### src/rtl/risc32_mem_bus_if_pkg.sv
// Shared constants for the RISC32 memory stage: widths, ALU op codes, FSM states.
// Latency: n/a (types, constants and pure functions only).
// Backpressure: n/a.
package risc32_mem_bus_if_pkg;

  localparam int REG_BUS    = 32;
  localparam int ALU_OP_BUS = 8;
  localparam int STALL_BUS  = 6;

  localparam logic NO_STOP = 1'b0;
  localparam logic STOP    = 1'b1;

  localparam logic [ALU_OP_BUS-1:0] EXE_NOP_OP = 8'b0000_0000;
  localparam logic [ALU_OP_BUS-1:0] EXE_LB_OP  = 8'b1110_0000;
  localparam logic [ALU_OP_BUS-1:0] EXE_LH_OP  = 8'b1110_0001;
  localparam logic [ALU_OP_BUS-1:0] EXE_LW_OP  = 8'b1110_0011;
  localparam logic [ALU_OP_BUS-1:0] EXE_LBU_OP = 8'b1110_0100;
  localparam logic [ALU_OP_BUS-1:0] EXE_LHU_OP = 8'b1110_0101;
  localparam logic [ALU_OP_BUS-1:0] EXE_SB_OP  = 8'b1110_1000;
  localparam logic [ALU_OP_BUS-1:0] EXE_SH_OP  = 8'b1110_1001;
  localparam logic [ALU_OP_BUS-1:0] EXE_SW_OP  = 8'b1110_1011;

  typedef enum logic [1:0] {
    MEM_IDLE = 2'd0,
    MEM_REQ  = 2'd1,
    MEM_DONE = 2'd2
  } mem_state_e;

  function automatic logic is_load(input logic [ALU_OP_BUS-1:0] op);
    return (op == EXE_LB_OP) || (op == EXE_LBU_OP) || (op == EXE_LH_OP) ||
           (op == EXE_LHU_OP) || (op == EXE_LW_OP);
  endfunction

  function automatic logic is_store(input logic [ALU_OP_BUS-1:0] op);
    return (op == EXE_SB_OP) || (op == EXE_SH_OP) || (op == EXE_SW_OP);
  endfunction

  function automatic logic is_mem_op(input logic [ALU_OP_BUS-1:0] op);
    return is_load(op) || is_store(op);
  endfunction

  function automatic logic is_half(input logic [ALU_OP_BUS-1:0] op);
    return (op == EXE_LH_OP) || (op == EXE_LHU_OP) || (op == EXE_SH_OP);
  endfunction

  function automatic logic is_word(input logic [ALU_OP_BUS-1:0] op);
    return (op == EXE_LW_OP) || (op == EXE_SW_OP);
  endfunction

  // Halfwords need an even address, words need a word-aligned address.
  function automatic logic is_misaligned(input logic [ALU_OP_BUS-1:0] op, input logic [1:0] a);
    return (is_half(op) && a[0]) || (is_word(op) && (a != 2'b00));
  endfunction

endpackage

### src/rtl/risc32_mem_bus_if_if.sv
// Data-bus bundle between the MEM-stage master and the memory slave.
// Latency: n/a (wires only).
// Backpressure: slave holds off the master by delaying the one-cycle bus_ack pulse.
interface risc32_dbus_if;
  logic        bus_req;
  logic        bus_we;
  logic [31:0] bus_addr;
  logic [3:0]  bus_sel;
  logic [31:0] bus_wdata;
  logic        bus_ack;
  logic [31:0] bus_rdata;

  modport master (
    output bus_req, bus_we, bus_addr, bus_sel, bus_wdata,
    input  bus_ack, bus_rdata
  );

  modport slave (
    input  bus_req, bus_we, bus_addr, bus_sel, bus_wdata,
    output bus_ack, bus_rdata
  );
endinterface

### src/rtl/risc32_mem_bus_if_lane.sv
// Big-endian byte-lane logic: select generation, store replication, load extract/extend.
// Latency: purely combinational.
// Backpressure: none.
module risc32_mem_lane
  import risc32_mem_bus_if_pkg::*;
(
  input  logic [ALU_OP_BUS-1:0] alu_op_i,
  input  logic [1:0]            a_i,
  input  logic [REG_BUS-1:0]    reg2_i,
  input  logic [REG_BUS-1:0]    rdata_i,
  output logic [3:0]            sel_o,
  output logic [REG_BUS-1:0]    wdata_o,
  output logic [REG_BUS-1:0]    ldata_o
);

  logic [7:0]  byte_v;
  logic [15:0] half_v;

  // Pick the addressed byte/half from the bus word; byte 0 sits in the MSBs.
  always_comb begin
    byte_v = rdata_i[31:24];
    case (a_i)
      2'd0:    byte_v = rdata_i[31:24];
      2'd1:    byte_v = rdata_i[23:16];
      2'd2:    byte_v = rdata_i[15:8];
      default: byte_v = rdata_i[7:0];
    endcase
    half_v = a_i[1] ? rdata_i[15:0] : rdata_i[31:16];
  end

  // Lane select, replicated store data and extended load data per op.
  always_comb begin
    sel_o   = 4'b0000;
    wdata_o = '0;
    ldata_o = '0;
    case (alu_op_i)
      EXE_LB_OP:  begin sel_o = 4'b1000 >> a_i; ldata_o = {{24{byte_v[7]}}, byte_v}; end
      EXE_LBU_OP: begin sel_o = 4'b1000 >> a_i; ldata_o = {24'h0, byte_v}; end
      EXE_LH_OP:  begin sel_o = a_i[1] ? 4'b0011 : 4'b1100; ldata_o = {{16{half_v[15]}}, half_v}; end
      EXE_LHU_OP: begin sel_o = a_i[1] ? 4'b0011 : 4'b1100; ldata_o = {16'h0, half_v}; end
      EXE_LW_OP:  begin sel_o = 4'b1111; ldata_o = rdata_i; end
      EXE_SB_OP:  begin sel_o = 4'b1000 >> a_i; wdata_o = {4{reg2_i[7:0]}}; end
      EXE_SH_OP:  begin sel_o = a_i[1] ? 4'b0011 : 4'b1100; wdata_o = {2{reg2_i[15:0]}}; end
      EXE_SW_OP:  begin sel_o = 4'b1111; wdata_o = reg2_i; end
      default:    ;
    endcase
  end

endmodule

### src/rtl/risc32_mem_bus_if.sv
// MEM-stage data-bus master: one req/ack transaction per load/store, stall request while busy.
// Latency: req one cycle after the op appears; load data valid the cycle after ack.
// Backpressure: waits indefinitely for bus_ack; holds load data in DONE while stall[4] is set.
// Optional misaligned-access trap: RISC32_MEM_ALIGN_CHECK_EN (adds addr_err_o).
module risc32_mem_bus_if
  import risc32_mem_bus_if_pkg::*;
(
  input  logic                  clk,
  input  logic                  rst,
  input  logic [STALL_BUS-1:0]  stall_i,
  input  logic                  flush_i,
  input  logic [ALU_OP_BUS-1:0] alu_op_i,
  input  logic [REG_BUS-1:0]    mem_addr_i,
  input  logic [REG_BUS-1:0]    reg2_i,
  risc32_dbus_if.master         bus,
  output logic [REG_BUS-1:0]    load_data_o,
  output logic                  stallreq_o
`ifdef RISC32_MEM_ALIGN_CHECK_EN
  ,
  output logic [1:0]            addr_err_o
`endif
);

  mem_state_e            state_q, state_d;
  logic                  req_q, req_d, we_q, we_d, flushed_q, flushed_d;
  logic [REG_BUS-1:0]    addr_q, addr_d, wdata_q, wdata_d, load_data_q, load_data_d;
  logic [3:0]            sel_q, sel_d;
  logic [ALU_OP_BUS-1:0] op_q, op_d;
  logic [1:0]            a_q, a_d;

  logic                  misal, launch_ok;
  logic [ALU_OP_BUS-1:0] lane_op;
  logic [1:0]            lane_a;
  logic [3:0]            lane_sel;
  logic [REG_BUS-1:0]    lane_wdata, lane_ldata;
  logic                  unused_stall;

  assign unused_stall = ^{stall_i[5], stall_i[2:0]};

`ifdef RISC32_MEM_ALIGN_CHECK_EN
  logic [1:0] addr_err_q, addr_err_d;
  assign misal = is_misaligned(alu_op_i, mem_addr_i[1:0]);
  assign addr_err_d = (state_q == MEM_IDLE && is_mem_op(alu_op_i) && !flush_i && misal &&
                       stall_i[3] == NO_STOP) ? {is_load(alu_op_i), is_store(alu_op_i)} : 2'b00;
  assign addr_err_o = addr_err_q;

  // One-cycle error pulse for a trapped access.
  always_ff @(posedge clk or posedge rst) begin
    if (rst) addr_err_q <= 2'b00;
    else     addr_err_q <= addr_err_d;
  end
`else
  assign misal = 1'b0;
`endif

  assign launch_ok = is_mem_op(alu_op_i) && !flush_i && !misal;

  // In IDLE the lane logic sees the live EX/MEM op; afterwards the captured one.
  assign lane_op = (state_q == MEM_IDLE) ? alu_op_i : op_q;
  assign lane_a  = (state_q == MEM_IDLE) ? mem_addr_i[1:0] : a_q;

  risc32_mem_lane u_lane (
    .alu_op_i (lane_op),
    .a_i      (lane_a),
    .reg2_i   (reg2_i),
    .rdata_i  (bus.bus_rdata),
    .sel_o    (lane_sel),
    .wdata_o  (lane_wdata),
    .ldata_o  (lane_ldata)
  );

  // Next-state, registered bus outputs and stall request.
  always_comb begin
    state_d     = state_q;
    req_d       = req_q;
    we_d        = we_q;
    addr_d      = addr_q;
    sel_d       = sel_q;
    wdata_d     = wdata_q;
    op_d        = op_q;
    a_d         = a_q;
    flushed_d   = flushed_q;
    load_data_d = load_data_q;
    stallreq_o  = 1'b0;
    case (state_q)
      MEM_IDLE: begin
        stallreq_o = launch_ok;
        if (launch_ok && stall_i[3] == NO_STOP) begin
          req_d     = 1'b1;
          we_d      = is_store(alu_op_i);
          addr_d    = {mem_addr_i[31:2], 2'b00};
          sel_d     = lane_sel;
          wdata_d   = lane_wdata;
          op_d      = alu_op_i;
          a_d       = mem_addr_i[1:0];
          flushed_d = 1'b0;
          state_d   = MEM_REQ;
        end
      end
      MEM_REQ: begin
        stallreq_o = 1'b1;
        // A flush cannot abort the bus cycle; remember it and drop the data at ack.
        if (flush_i) flushed_d = 1'b1;
        if (bus.bus_ack) begin
          req_d = 1'b0;
          if (flushed_q || flush_i) begin
            load_data_d = '0;
            state_d     = MEM_IDLE;
          end else begin
            load_data_d = lane_ldata;
            state_d     = MEM_DONE;
          end
        end
      end
      MEM_DONE: begin
        if (flush_i) begin
          load_data_d = '0;
          state_d     = MEM_IDLE;
        end else if (stall_i[4] == NO_STOP) begin
          state_d = MEM_IDLE;
        end
      end
      default: state_d = MEM_IDLE;
    endcase
  end

  // State and output registers; reset drops the request immediately.
  always_ff @(posedge clk or posedge rst) begin
    if (rst) begin
      state_q     <= MEM_IDLE;
      req_q       <= 1'b0;
      we_q        <= 1'b0;
      addr_q      <= '0;
      sel_q       <= 4'b0000;
      wdata_q     <= '0;
      op_q        <= EXE_NOP_OP;
      a_q         <= 2'b00;
      flushed_q   <= 1'b0;
      load_data_q <= '0;
    end else begin
      state_q     <= state_d;
      req_q       <= req_d;
      we_q        <= we_d;
      addr_q      <= addr_d;
      sel_q       <= sel_d;
      wdata_q     <= wdata_d;
      op_q        <= op_d;
      a_q         <= a_d;
      flushed_q   <= flushed_d;
      load_data_q <= load_data_d;
    end
  end

  assign bus.bus_req   = req_q;
  assign bus.bus_we    = we_q;
  assign bus.bus_addr  = addr_q;
  assign bus.bus_sel   = sel_q;
  assign bus.bus_wdata = wdata_q;
  assign load_data_o   = load_data_q;

endmodule

### src/flat_wrapper.sv
// flat-port wrapper written by rule: the top's interface ports become plain ports
module risc32_mem_bus_if_flat import risc32_mem_bus_if_pkg::*;
  (clk, rst, stall_i, flush_i, alu_op_i, mem_addr_i, reg2_i, load_data_o, stallreq_o, bus_bus_req, bus_bus_we, bus_bus_addr, bus_bus_sel, bus_bus_wdata, bus_bus_ack, bus_bus_rdata);
  risc32_dbus_if bus_i ();
  input  logic clk;
  input  logic rst;
  input  logic [STALL_BUS-1:0] stall_i;
  input  logic flush_i;
  input  logic [ALU_OP_BUS-1:0] alu_op_i;
  input  logic [REG_BUS-1:0] mem_addr_i;
  input  logic [REG_BUS-1:0] reg2_i;
  output logic [REG_BUS-1:0] load_data_o;
  output logic stallreq_o;
  output wire logic [$bits(bus_i.bus_req)-1:0] bus_bus_req;
  output wire logic [$bits(bus_i.bus_we)-1:0] bus_bus_we;
  output wire logic [$bits(bus_i.bus_addr)-1:0] bus_bus_addr;
  output wire logic [$bits(bus_i.bus_sel)-1:0] bus_bus_sel;
  output wire logic [$bits(bus_i.bus_wdata)-1:0] bus_bus_wdata;
  input wire logic [$bits(bus_i.bus_ack)-1:0] bus_bus_ack;
  input wire logic [$bits(bus_i.bus_rdata)-1:0] bus_bus_rdata;
  assign bus_bus_req = bus_i.bus_req;
  assign bus_bus_we = bus_i.bus_we;
  assign bus_bus_addr = bus_i.bus_addr;
  assign bus_bus_sel = bus_i.bus_sel;
  assign bus_bus_wdata = bus_i.bus_wdata;
  assign bus_i.bus_ack = bus_bus_ack;
  assign bus_i.bus_rdata = bus_bus_rdata;
  risc32_mem_bus_if u_core (.clk(clk), .rst(rst), .stall_i(stall_i), .flush_i(flush_i), .alu_op_i(alu_op_i), .mem_addr_i(mem_addr_i), .reg2_i(reg2_i), .bus(bus_i), .load_data_o(load_data_o), .stallreq_o(stallreq_o));
endmodule
### config.mk
export PLATFORM = sky130hd
export DESIGN_NAME = risc32_mem_bus_if_flat
export DESIGN_NICKNAME = d
export VERILOG_FILES = /design/src/rtl/risc32_mem_bus_if_pkg.sv /design/src/rtl/risc32_mem_bus_if_if.sv /design/src/rtl/risc32_mem_bus_if_lane.sv /design/src/rtl/risc32_mem_bus_if.sv /design/src/flat_wrapper.sv
export SDC_FILE = /design/constraint.sdc
export NUM_CORES = 1
export LEC_CHECK = 0
export ABC_AREA = 1
export BUFFER_PORTS_ARGS = -buffer_cell sky130_fd_sc_hd__buf_2
export CORE_UTILIZATION = 40
export DETAILED_ROUTE_END_ITERATION = 16
export GPL_ROUTABILITY_DRIVEN = 0
export GPL_TIMING_DRIVEN = 0
export PLACE_DENSITY = 0.68
export SYNTH_ARGS = -nofsm -noshare
export SYNTH_HDL_FRONTEND = slang
export SYNTH_SLANG_ARGS = --single-unit
### constraint.sdc
create_clock -name clk -period 4.2 [get_ports clk]
set_clock_uncertainty 0.05 [all_clocks]
set_input_delay 0.21 -clock clk [delete_from_list [all_inputs] [get_ports clk]]
set_output_delay 0.21 -clock clk [all_outputs]
set_load 0.05 [all_outputs]
==> qor.yml, run 1 <==
route:
  routedWlPerCell_um: 14.3
  antenna_left: 0
  wl_met2_um: 8710
  vias: 6225
  drc_errors: 0
  drt_wl_total_um: 18500
  drt-pass1-iter-count: 5
  wl_met3_um: 1360
  top_layer: "met4"
  wl_met1_um: 8020
  first_iter_violations: 430
  via_per_inst: 4.82
cts:
  cts-root-buf: "clkbuf_16"
  cts_resized: 0
  clk_latency_ns: 0.41
  cts_tree: "done"
  cts_sinks: 113
  cts_buffers: 17
  clkSlewWorstSetupHoldPaths_ns: 0.05
  cts_max_path_buffers: 2
  hold_buffers: 40
  htreeDepth: 4
  cts_setup_buffers: 0
global_route:
  grt.total_usage_pct: 25.2
  overflow: 0
  grt_pass1_wl_um: 28900
  grt_start_max_net_pins: 86
  first_global_vias: 5957
  antenna_found_initial: 0
cells_and_area:
  seq_area_um2: 2830
  area_growth_pct: 40.4
  fin_nets: 1210
  fillers: 1430
  drive_gt1_share_pct: 26.6
  fin_util_pct: 57.2
  multi_input_area_um2: 2660
  antenna_cells: 0
synthesis:
  yosysTopAreaCellShare_pct: 48.0
  synthTopCellsByCount: "433 x nand2_1, 113 x dfrtp_1, 94 x nand3_1"
  yosys.area.top_type: "dfrtp_1"
  syn-instance-count: 825
  synth_edf_count: 0
  synth-seq-cells: 113
  synth_most_common_cell: "nand2_1"
  synthTopCellsByArea: "dfrtp_1 48%, nand2_1 28%, nand3_1 8.0%, inv_1 3.2%, o21ai_0 1.4%"
  synth_ff_type: "dfrtp_1"
  yosys_warnings: 0
  synth_area_um2: 5900
  async_flop_share_pct: 100
  ys_seq_area_share_pct: 48.0
  avgSynthCellArea_um2: 7.15
  synth_cell_type_count: 32
setup_path:
  cp_cell_sequence: "nor2_2 -> buf_6 -> nand4_1 -> clkinv_1 -> clkbuf_1 -> nand3_1 -> nand3_1"
  end_kind: "register"
  slowest_stage: "dfrtp_1"
  crit_arrival_ns: 2.49
  crit_required_ns: 4.50
  critPathKind: "reg -> reg"
  crit_top_cell: "nand3_1"
  start_kind: "register"
  critPathMaxStageDelay_ns: 0.40
  crit_fanout: 10
  cp_top_family: "buffers and inverters"
  crit_buf_inv: 3
sta:
  period_share_pct: 52.2
  rsz0062_at_grt: "false"
  max_clock_freq_mhz: 456
  setup_viol: 0
  worst_slack_ns: 2.01
  hold_violations: 0
  period_minus_slack_ns: 2.19
  worstMarginPinSlew_ns: 0.589
  slew-limit-headroom_pct: 60.8
  finalMaxSlewViolations: 0
floorplan:
  dieHeight_um: 123
  core_um2: 14500
  row_count: 44
  pin_count: 217
  die_width_um: 123
  die_area_um2: 15200
  initial_core_util_pct: 40.7
power:
  leakagePower_nw: 5.04
  cellPowerDensity_nw_per_um2: 407
  ir_worst_vdd_mv: 0.248
run:
  drv_cap: 0
status:
  status: "finished, final reports clean"
place:
  place_hpwl_um: 13200
  port_buffers: 210
  pre_cts_slack_ns: 2.03
hold_path:
  hp-class: "in -> reg"
per-layer routing:
metal  global-route usage, %  vias to the layer above
li1                        -                     3105
met1                    30.9                     2838
met2                    41.6                      254
met3                    7.06                       28
met4                    10.5                        0
met5                       0                        -
where the power goes:
group / internal (W) / switching (W)
combinational: 0.000155 / 0.000374
sequential: 0.00116 / 0.0000393
clock: 0.00114 / 0.000503
total: 0.00245 / 0.000917
worst paths after layout:
path | start | cells after the start | slack, ns | endpoint
max | u_core.state_q[0] | 7 | 2.01 | u_core.bus.bus_wdata[16]
max reg2reg | u_core.state_q[0] | 7 | 2.01 | u_core.bus.bus_wdata[16]
min reg2reg | u_core.op_q[6] | 2 | 0.40 | u_core.op_q[6]
max in group asynchronous | rst | 4 | 3.09 | u_core.load_data_o[23]
min | reg2_i[7] | 3 | 0.01 | u_core.bus.bus_wdata[7]
min in group asynchronous | rst | 3 | 0.28 | u_core.load_data_o[4]
tightest hold or removal path, stage by stage:
cell	delay (ns)
buf_2	0.11
nand2_1	0.06
nand2_1	0.06
registers in the layout (all words and copies together), names as in the netlist:
signal,count
u_core.bus.bus_addr,30
u_core.op_q,8
u_core.bus.bus_we,1
u_core.state_q,2
u_core.bus.bus_sel,4
u_core.bus.bus_wdata,32
u_core.load_data_o,32
u_core.a_q,2
u_core.bus.bus_req,1
u_core.flushed_q,1
through the flow:
step	TNS [ns]	total power [W]	cells	hold slack, ns	area, µm²
CTS	0	0.00340	1292	0.00851	8280
detailed placement	0	0.00171	1221	0.147	7210
floorplan	0	0.00154	826	0.268	5900
global placement	-56.98	0.00170	1220	0.354	7180
global route	0	0.00350	1292	0.0379	8280
finish	0	0.00337	1292	0.0144	8280
cell families after synthesis:
family / synth area share (%)
buffers and inverters: 6.98
AOI/OAI and AO/OA: 4.46
and+or+nand+nor: 40.5
DFF: 48.0
other: 0.0636
cell type report:
class / count / area share [%]
Sequential cell: 113 / 34.1
Inverter: 57 / 2.66
Tap cell: 184 / 2.78
Clock buffer: 21 / 5.56
Buffer: 36 / 2.37
Clock inverter: 10 / 2.49
Timing Repair Buffer: 251 / 17.9
Multi-Input combinational cell: 620 / 32.1
layout by cell type, fill, tap and decap left out, types with 4 or more instances in the layout:
| cell type | synthesis | layout |
|---|---|---|
| dlygate4sd3_1 | 0 | 40 |
| inv_1 | 51 | 50 |
| nand2_1 | 433 | 433 |
| o21ai_1 | 7 | 7 |
| nand3_2 | 4 | 4 |
| buf_4 | 6 | 6 |
| clkbuf_1 | 14 | 16 |
| nor2_2 | 4 | 4 |
| clkbuf_16 | 0 | 17 |
| buf_2 | 13 | 223 |
| inv_2 | 4 | 4 |
| a21oi_1 | 12 | 12 |
| bufinv_16 | 0 | 6 |
| dfrtp_1 | 113 | 113 |
| nand3_1 | 94 | 94 |
| o21ai_0 | 16 | 16 |
| nand2_2 | 9 | 9 |
| nor2_1 | 18 | 18 |
Power figures use the tool's default switching activity.
==> run 2: changes to the inputs <==
Settings changed: ABC_AREA 1 to 0, PLACE_DENSITY 0.68 to 0.69.
Clock period 4.2 ns to 2.1 ns, I/O delays scaled along.
==> qor.yml, run 2 <==
status:
  status: "complete, but fails checks"
  violations: "negative hold slack, negative setup slack"
cts:
  cts_sinks: 113
  clkSlewWorstSetupHoldPaths_ns: 0.06
  cts_tree: "done"
  cts-root-buf: "clkbuf_16"
  clk_latency_ns: 0.41
  htreeDepth: 4
  cts_max_path_buffers: 2
  cts_buffers: 17
synthesis:
  synth_cell_type_count: 62
  ys_seq_area_share_pct: 52.6
  yosysTopAreaCellShare_pct: 52.6
  synth_area_um2: 5380
  synth_most_common_cell: "nand2_1"
  synthTopCellsByArea: "dfrtp_1 53%, nand2_1 11%, a221oi_1 3.9%, nor2_1 3.0%, o21ai_0 2.2%"
  async_flop_share_pct: 100
  synthTopCellsByCount: "161 x nand2_1, 113 x dfrtp_1, 43 x nor2_1"
  avgSynthCellArea_um2: 9.52
  yosys.area.top_type: "dfrtp_1"
  yosys_warnings: 0
  syn-instance-count: 565
  synth-seq-cells: 113
  synth_ff_type: "dfrtp_1"
  synth_edf_count: 0
floorplan:
  core_um2: 12900
  die_width_um: 118
  initial_core_util_pct: 41.8
  pin_count: 217
  die_area_um2: 13900
  row_count: 41
  dieHeight_um: 118
route:
  antenna_left: 0
  drt_wl_total_um: 22500
  drc_errors: 0
  first_iter_violations: 688
  drt-pass1-iter-count: 6
  via_per_inst: 5.64
  routedWlPerCell_um: 20.0
  vias: 6353
sta:
  setup_viol: 69
  finalMaxSlewViolations: 0
  holdWs_ns: -0.00562
  hold_violations: 2
  period_share_pct: 118
  slew-limit-headroom_pct: 49.4
  worstMarginPinSlew_ns: 0.758
  max_clock_freq_mhz: 402
  worst_slack_ns: -0.388
  period_minus_slack_ns: 2.49
  rsz0062_at_grt: "true"
hold_path:
  hp-class: "in -> reg"
  whs_path_depth: 3
  worstHoldEndpoint: "u_core.load_data_o[9]"
  hp-start: "bus_bus_rdata[9]"
run:
  drv_cap: 0
setup_path:
  crit_top_cell: "buf_6"
  r2r_start: "u_core.state_q[0]"
  worst_r2r_endpoint: "u_core.load_data_o[21]"
  crit_required_ns: 2.38
  critPathKind: "reg -> reg"
  crit_buf_inv: 2
  r2r_cells: 8
  slowest_stage: "or3_1"
  cp_cell_sequence: "buf_6 -> or3_1 -> o32ai_1 -> o211ai_1 -> o22ai_4 -> buf_6 -> a21oi_1 -> o21ai_1"
  rrSetupSlack_ns: -0.39
  crit_arrival_ns: 2.76
  end_kind: "register"
  cp_top_family: "compound AO/OA/AOI/OAI gates"
  start_kind: "register"
  crit_fanout: 10
  critPathMaxStageDelay_ns: 0.44
  crit_cells: 8
cells_and_area:
  fin_area_um2: 9300
  drive_gt1_share_pct: 42.5
  area_growth_pct: 73.1
  final_cell_mix: "214 x buf_2, 157 x nand2_1, 112 x dfrtp_1, 94 x dlygate4sd3_1, 40 x nor2_1"
  layout_commonest_cell: "buf_2"
  fin_nets: 1055
global_route:
  grt.total_usage_pct: 28.4
  grt_pass1_wl_um: 31100
  overflow: 0
  first_global_vias: 6102
  antenna_found_initial: 1
  grt_start_max_net_pins: 45
power:
  p_comb_share_pct: 21.8
  ir_worst_vdd_mv: 0.698
  cellPowerDensity_nw_per_um2: 750
  p_seq_share_pct: 35.8
  power.internal_w: 0.00481
  power_w: 0.00698
  p_sw_share_pct: 31.0
  power_frac_clock_pct: 42.5
  switchingPower_w: 0.00217
  leakagePower_nw: 4.69
place:
  port_buffers: 210
  postPlaceCellArea_um2: 6700
  place_hpwl_um: 13100
==> run 2: power groups by stage <==
stage	combinational, W	clock, W	sequential, W
CTS	0.00146	0.00297	0.00249
global route	0.00159	0.00309	0.00252
detailed placement	0.00129	0	0.00251
finish	0.00152	0.00296	0.00250
floorplan	0.000303	0	0.00308
global placement	0.00126	0	0.00251
==> run 2: timing repair <==
item,CTS,global route
gates resized for setup,80,83
pin swaps,16,43
buffers inserted,20,28
cloned,2,3
endpoints found under the hold margin,123,1
endpoints found under the setup margin,107,103
hold buffers,93,1
==> run 2: tightest hold or removal path, cell delays in order <==
cell and delay [ns]:
buf_2 0.11, a221oi_2 0.06, o21ai_1 0.13
==> run 2: layout make-up <==
class / instances / area, µm²
diodes: 2 / 5.00
plain buffers: 33 / 279
clock buffers: 22 / 474
clock inverters: 9 / 131
fillers: 886 / 3570
inverters: 5 / 22.5
multi-input cells: 413 / 2810
flip-flops and latches: 113 / 2830
well taps: 172 / 215
repair buffers: 358 / 2530
==> run 2: per-layer routing <==
layer	track usage [%]	up-vias	part of all wire, %
met5	0	-	0
met4	13.4	0	4.3
met3	6.49	94	8.0
met2	47.3	454	49
met1	34.8	3033	38
li1	-	2772	-
==> run 2: cells by family after synthesis <==
logic type / after synthesis / synth area share (%)
AO/OA/AOI/OAI: 145 / 19.6
buffers and inverters: 41 / 4.05
flip-flops: 113 / 52.6
multiplexers: 13 / 3.12
other: 1 / 0.0697
AND/OR/NAND/NOR: 252 / 20.5
==> run 2: how the worst max path moves through the flow <==
stage	from	endpoint	slack (ns)
after floorplan	u_core.state_q[1]	u_core.load_data_o[0]	-0.007
after global placement	u_core.state_q[1]	u_core.load_data_o[26]	-0.54
after detailed placement	u_core.state_q[1]	u_core.load_data_o[14]	-0.62
after CTS	u_core.state_q[1]	u_core.load_data_o[3]	-0.17
after global routing	u_core.state_q[0]	u_core.load_data_o[9]	-0.40
final	u_core.state_q[0]	u_core.load_data_o[21]	-0.39
==> run 2: through the flow <==
stage	std cells	worst slack [ns]	hold WS, ns	setup TNS, ns	utilization [%]
6_report	1127	-0.388	-0.00562	-12.95	72.3
3_5_place_dp	950	-0.624	0.223	-38.46	52.0
5_1_grt	1126	-0.399	0.00615	-15.37	72.2
3_3_place_gp	948	-0.545	0.245	-47.75	51.7
2_1_floorplan	566	-0.00718	0.141	-0.0215	-
4_1_cts	1094	-0.166	0.00376	-3.70	67.3
==> run 3: changes to the inputs <==
Clock period 2.1 ns to 2.4 ns, I/O delays scaled along.
==> qor.yml, run 3 (synthesis gave the netlist of run 2 again) <==
setup_path:
  slowest_stage: "dfrtp_2"
  crit_required_ns: 2.67
  end_kind: "register"
  crit_arrival_ns: 2.61
  cp_cell_sequence: "buf_6 -> or3b_1 -> and2_4 -> a32o_2 -> o22ai_4 -> buf_6 -> a21oi_1 -> o21ai_1"
  crit_fanout: 10
  cp_top_family: "compound AO/OA/AOI/OAI gates"
  critPathMaxStageDelay_ns: 0.45
  start_kind: "register"
  crit_top_cell: "buf_6"
  critPathKind: "reg -> reg"
  crit_buf_inv: 2
cts:
  cts-root-buf: "clkbuf_16"
  clkSlewWorstSetupHoldPaths_ns: 0.05
  cts_buffers: 17
  clk_latency_ns: 0.40
  cts_max_path_buffers: 2
  cts_tree: "done"
  htreeDepth: 4
  cts_sinks: 113
cells_and_area:
  layout_commonest_cell: "buf_2"
  fin_area_um2: 8320
  final_cell_mix: "214 x buf_2, 160 x nand2_1, 112 x dfrtp_1, 83 x dlygate4sd3_1, 43 x nor2_1"
  antenna_cells: 0
  fin_nets: 999
  area_growth_pct: 54.8
  drive_gt1_share_pct: 34.4
route:
  first_iter_violations: 492
  vias: 5859
  routedWlPerCell_um: 17.6
  wl_met2_um: 9250
  drt-pass1-iter-count: 7
  drc_errors: 0
  top_layer: "met5"
  wl_met3_um: 1550
  drt_wl_total_um: 18800
  antenna_left: 0
  via_per_inst: 5.48
  wl_met1_um: 7510
global_route:
  antenna_found_initial: 1
  first_global_vias: 6033
  grt_pass1_wl_um: 30200
  grt_start_max_net_pins: 43
  overflow: 0
  grt.total_usage_pct: 27.4
place:
  port_buffers: 210
  postPlaceCellArea_um2: 6690
  place_hpwl_um: 12900
sta:
  rsz0062_at_grt: "true"
  hold_violations: 0
  period_share_pct: 97.5
  period_minus_slack_ns: 2.34
  finalMaxSlewViolations: 0
  slew-limit-headroom_pct: 42.0
  fin_setup_tns_ns: 0
  worstMarginPinSlew_ns: 0.869
  setup_viol: 0
  max_clock_freq_mhz: 427
power:
  power.internal_w: 0.00417
  switchingPower_w: 0.00192
  power_frac_clock_pct: 43.7
  leakagePower_nw: 4.28
  ir_worst_vdd_mv: 0.439
  cellPowerDensity_nw_per_um2: 732
  p_comb_share_pct: 20.6
  p_seq_share_pct: 35.8
  p_sw_share_pct: 31.5
floorplan:
  core_um2: 12900
  row_count: 41
  dieHeight_um: 118
  die_width_um: 118
  initial_core_util_pct: 41.8
  die_area_um2: 13900
  pin_count: 217
run:
  drv_cap: 0
hold_path:
  hp-class: "in -> reg"
status:
  status: "finished, final reports clean"
## run 3: changes by cell type in the layout (fill, tap and decap cells not counted), sizes merged
cell / previous run / this run
clkinvlp: 4 / 2
clkbuf: 38 / 39
o21ai: 47 / 46
inv: 4 / 9
buf: 281 / 233
dlygate4sd3: 94 / 83
diode: 2 / 0
clkinv: 3 / 4
## run 3: final cells by class
cell class / count / area [µm²]
fillers: 1031 / 4550
flip-flops and latches: 113 / 2830
multi-input cells: 412 / 2460
repair buffers: 301 / 1970
clock buffers: 19 / 453
well taps: 172 / 215
plain buffers: 35 / 206
clock inverters: 13 / 173
inverters: 5 / 22.5
## run 3: routing by layer
layer | vias up | GRT usage (%)
met5 | - | 0
met4 | 2 | 11.1
met3 | 40 | 7.17
met2 | 321 | 46.1
met1 | 2836 | 33.2
li1 | 2660 | -
## run 3: power groups by stage
stage | logic, W | clock network [W] | registers, W
2_1_floorplan | 0.000263 | 0 | 0.00270
3_3_place_gp | 0.00109 | 0 | 0.00219
3_5_place_dp | 0.00112 | 0 | 0.00220
4_1_cts | 0.00123 | 0.00269 | 0.00217
5_1_grt | 0.00132 | 0.00278 | 0.00219
6_report | 0.00125 | 0.00266 | 0.00218
## run 3: stage by stage
step	total power, W	instances	setup WS [ns]	hold slack [ns]	util [%]
5_1_grt	0.00630	1070	-0.0409	0.0129	64.6
4_1_cts	0.00609	1065	0.0360	0.000801	63.4
3_5_place_dp	0.00332	950	-0.248	0.268	52.0
3_3_place_gp	0.00329	948	-0.0882	0.260	51.6
2_1_floorplan	0.00296	566	0.195	0.156	-
6_report	0.00609	1070	0.0607	0.00735	64.6
## run 3: repair_timing
action | in CTS | in global routing
buffers inserted | 0 | 6
endpoints found under the hold margin | 118 | 0
resized for setup | 6 | 35
pin swaps | 0 | 2
setup endpoints to repair | 59 | 71
hold buffers | 83 | 0
## run 3: worst register-to-register path, stage by stage, from the launching register on
cell     delay, ns
dfrtp_2       0.45
buf_6         0.16
or3b_1        0.43
and2_4        0.19
a32o_2        0.31
o22ai_4       0.29
buf_6         0.19
a21oi_1       0.06
o21ai_1       0.14
## run 3: final timing paths
| path | start | endpoint | slack [ns] | cells past startpoint |
|---|---|---|---|---|
| worst max-delay path | u_core.state_q[1] | u_core.load_data_o[25] | 0.06 | 8 |
| worst min-delay path | bus_bus_rdata[8] | u_core.load_data_o[8] | 0.007 | 3 |
| worst max register to register | u_core.state_q[1] | u_core.load_data_o[25] | 0.06 | 8 |
| worst min register to register | u_core.bus.bus_addr[11] | u_core.bus.bus_addr[11] | 0.42 | 2 |
| max in group asynchronous | rst | u_core.state_q[1] | 1.22 | 4 |
| min in group asynchronous | rst | u_core.load_data_o[16] | 0.39 | 3 |
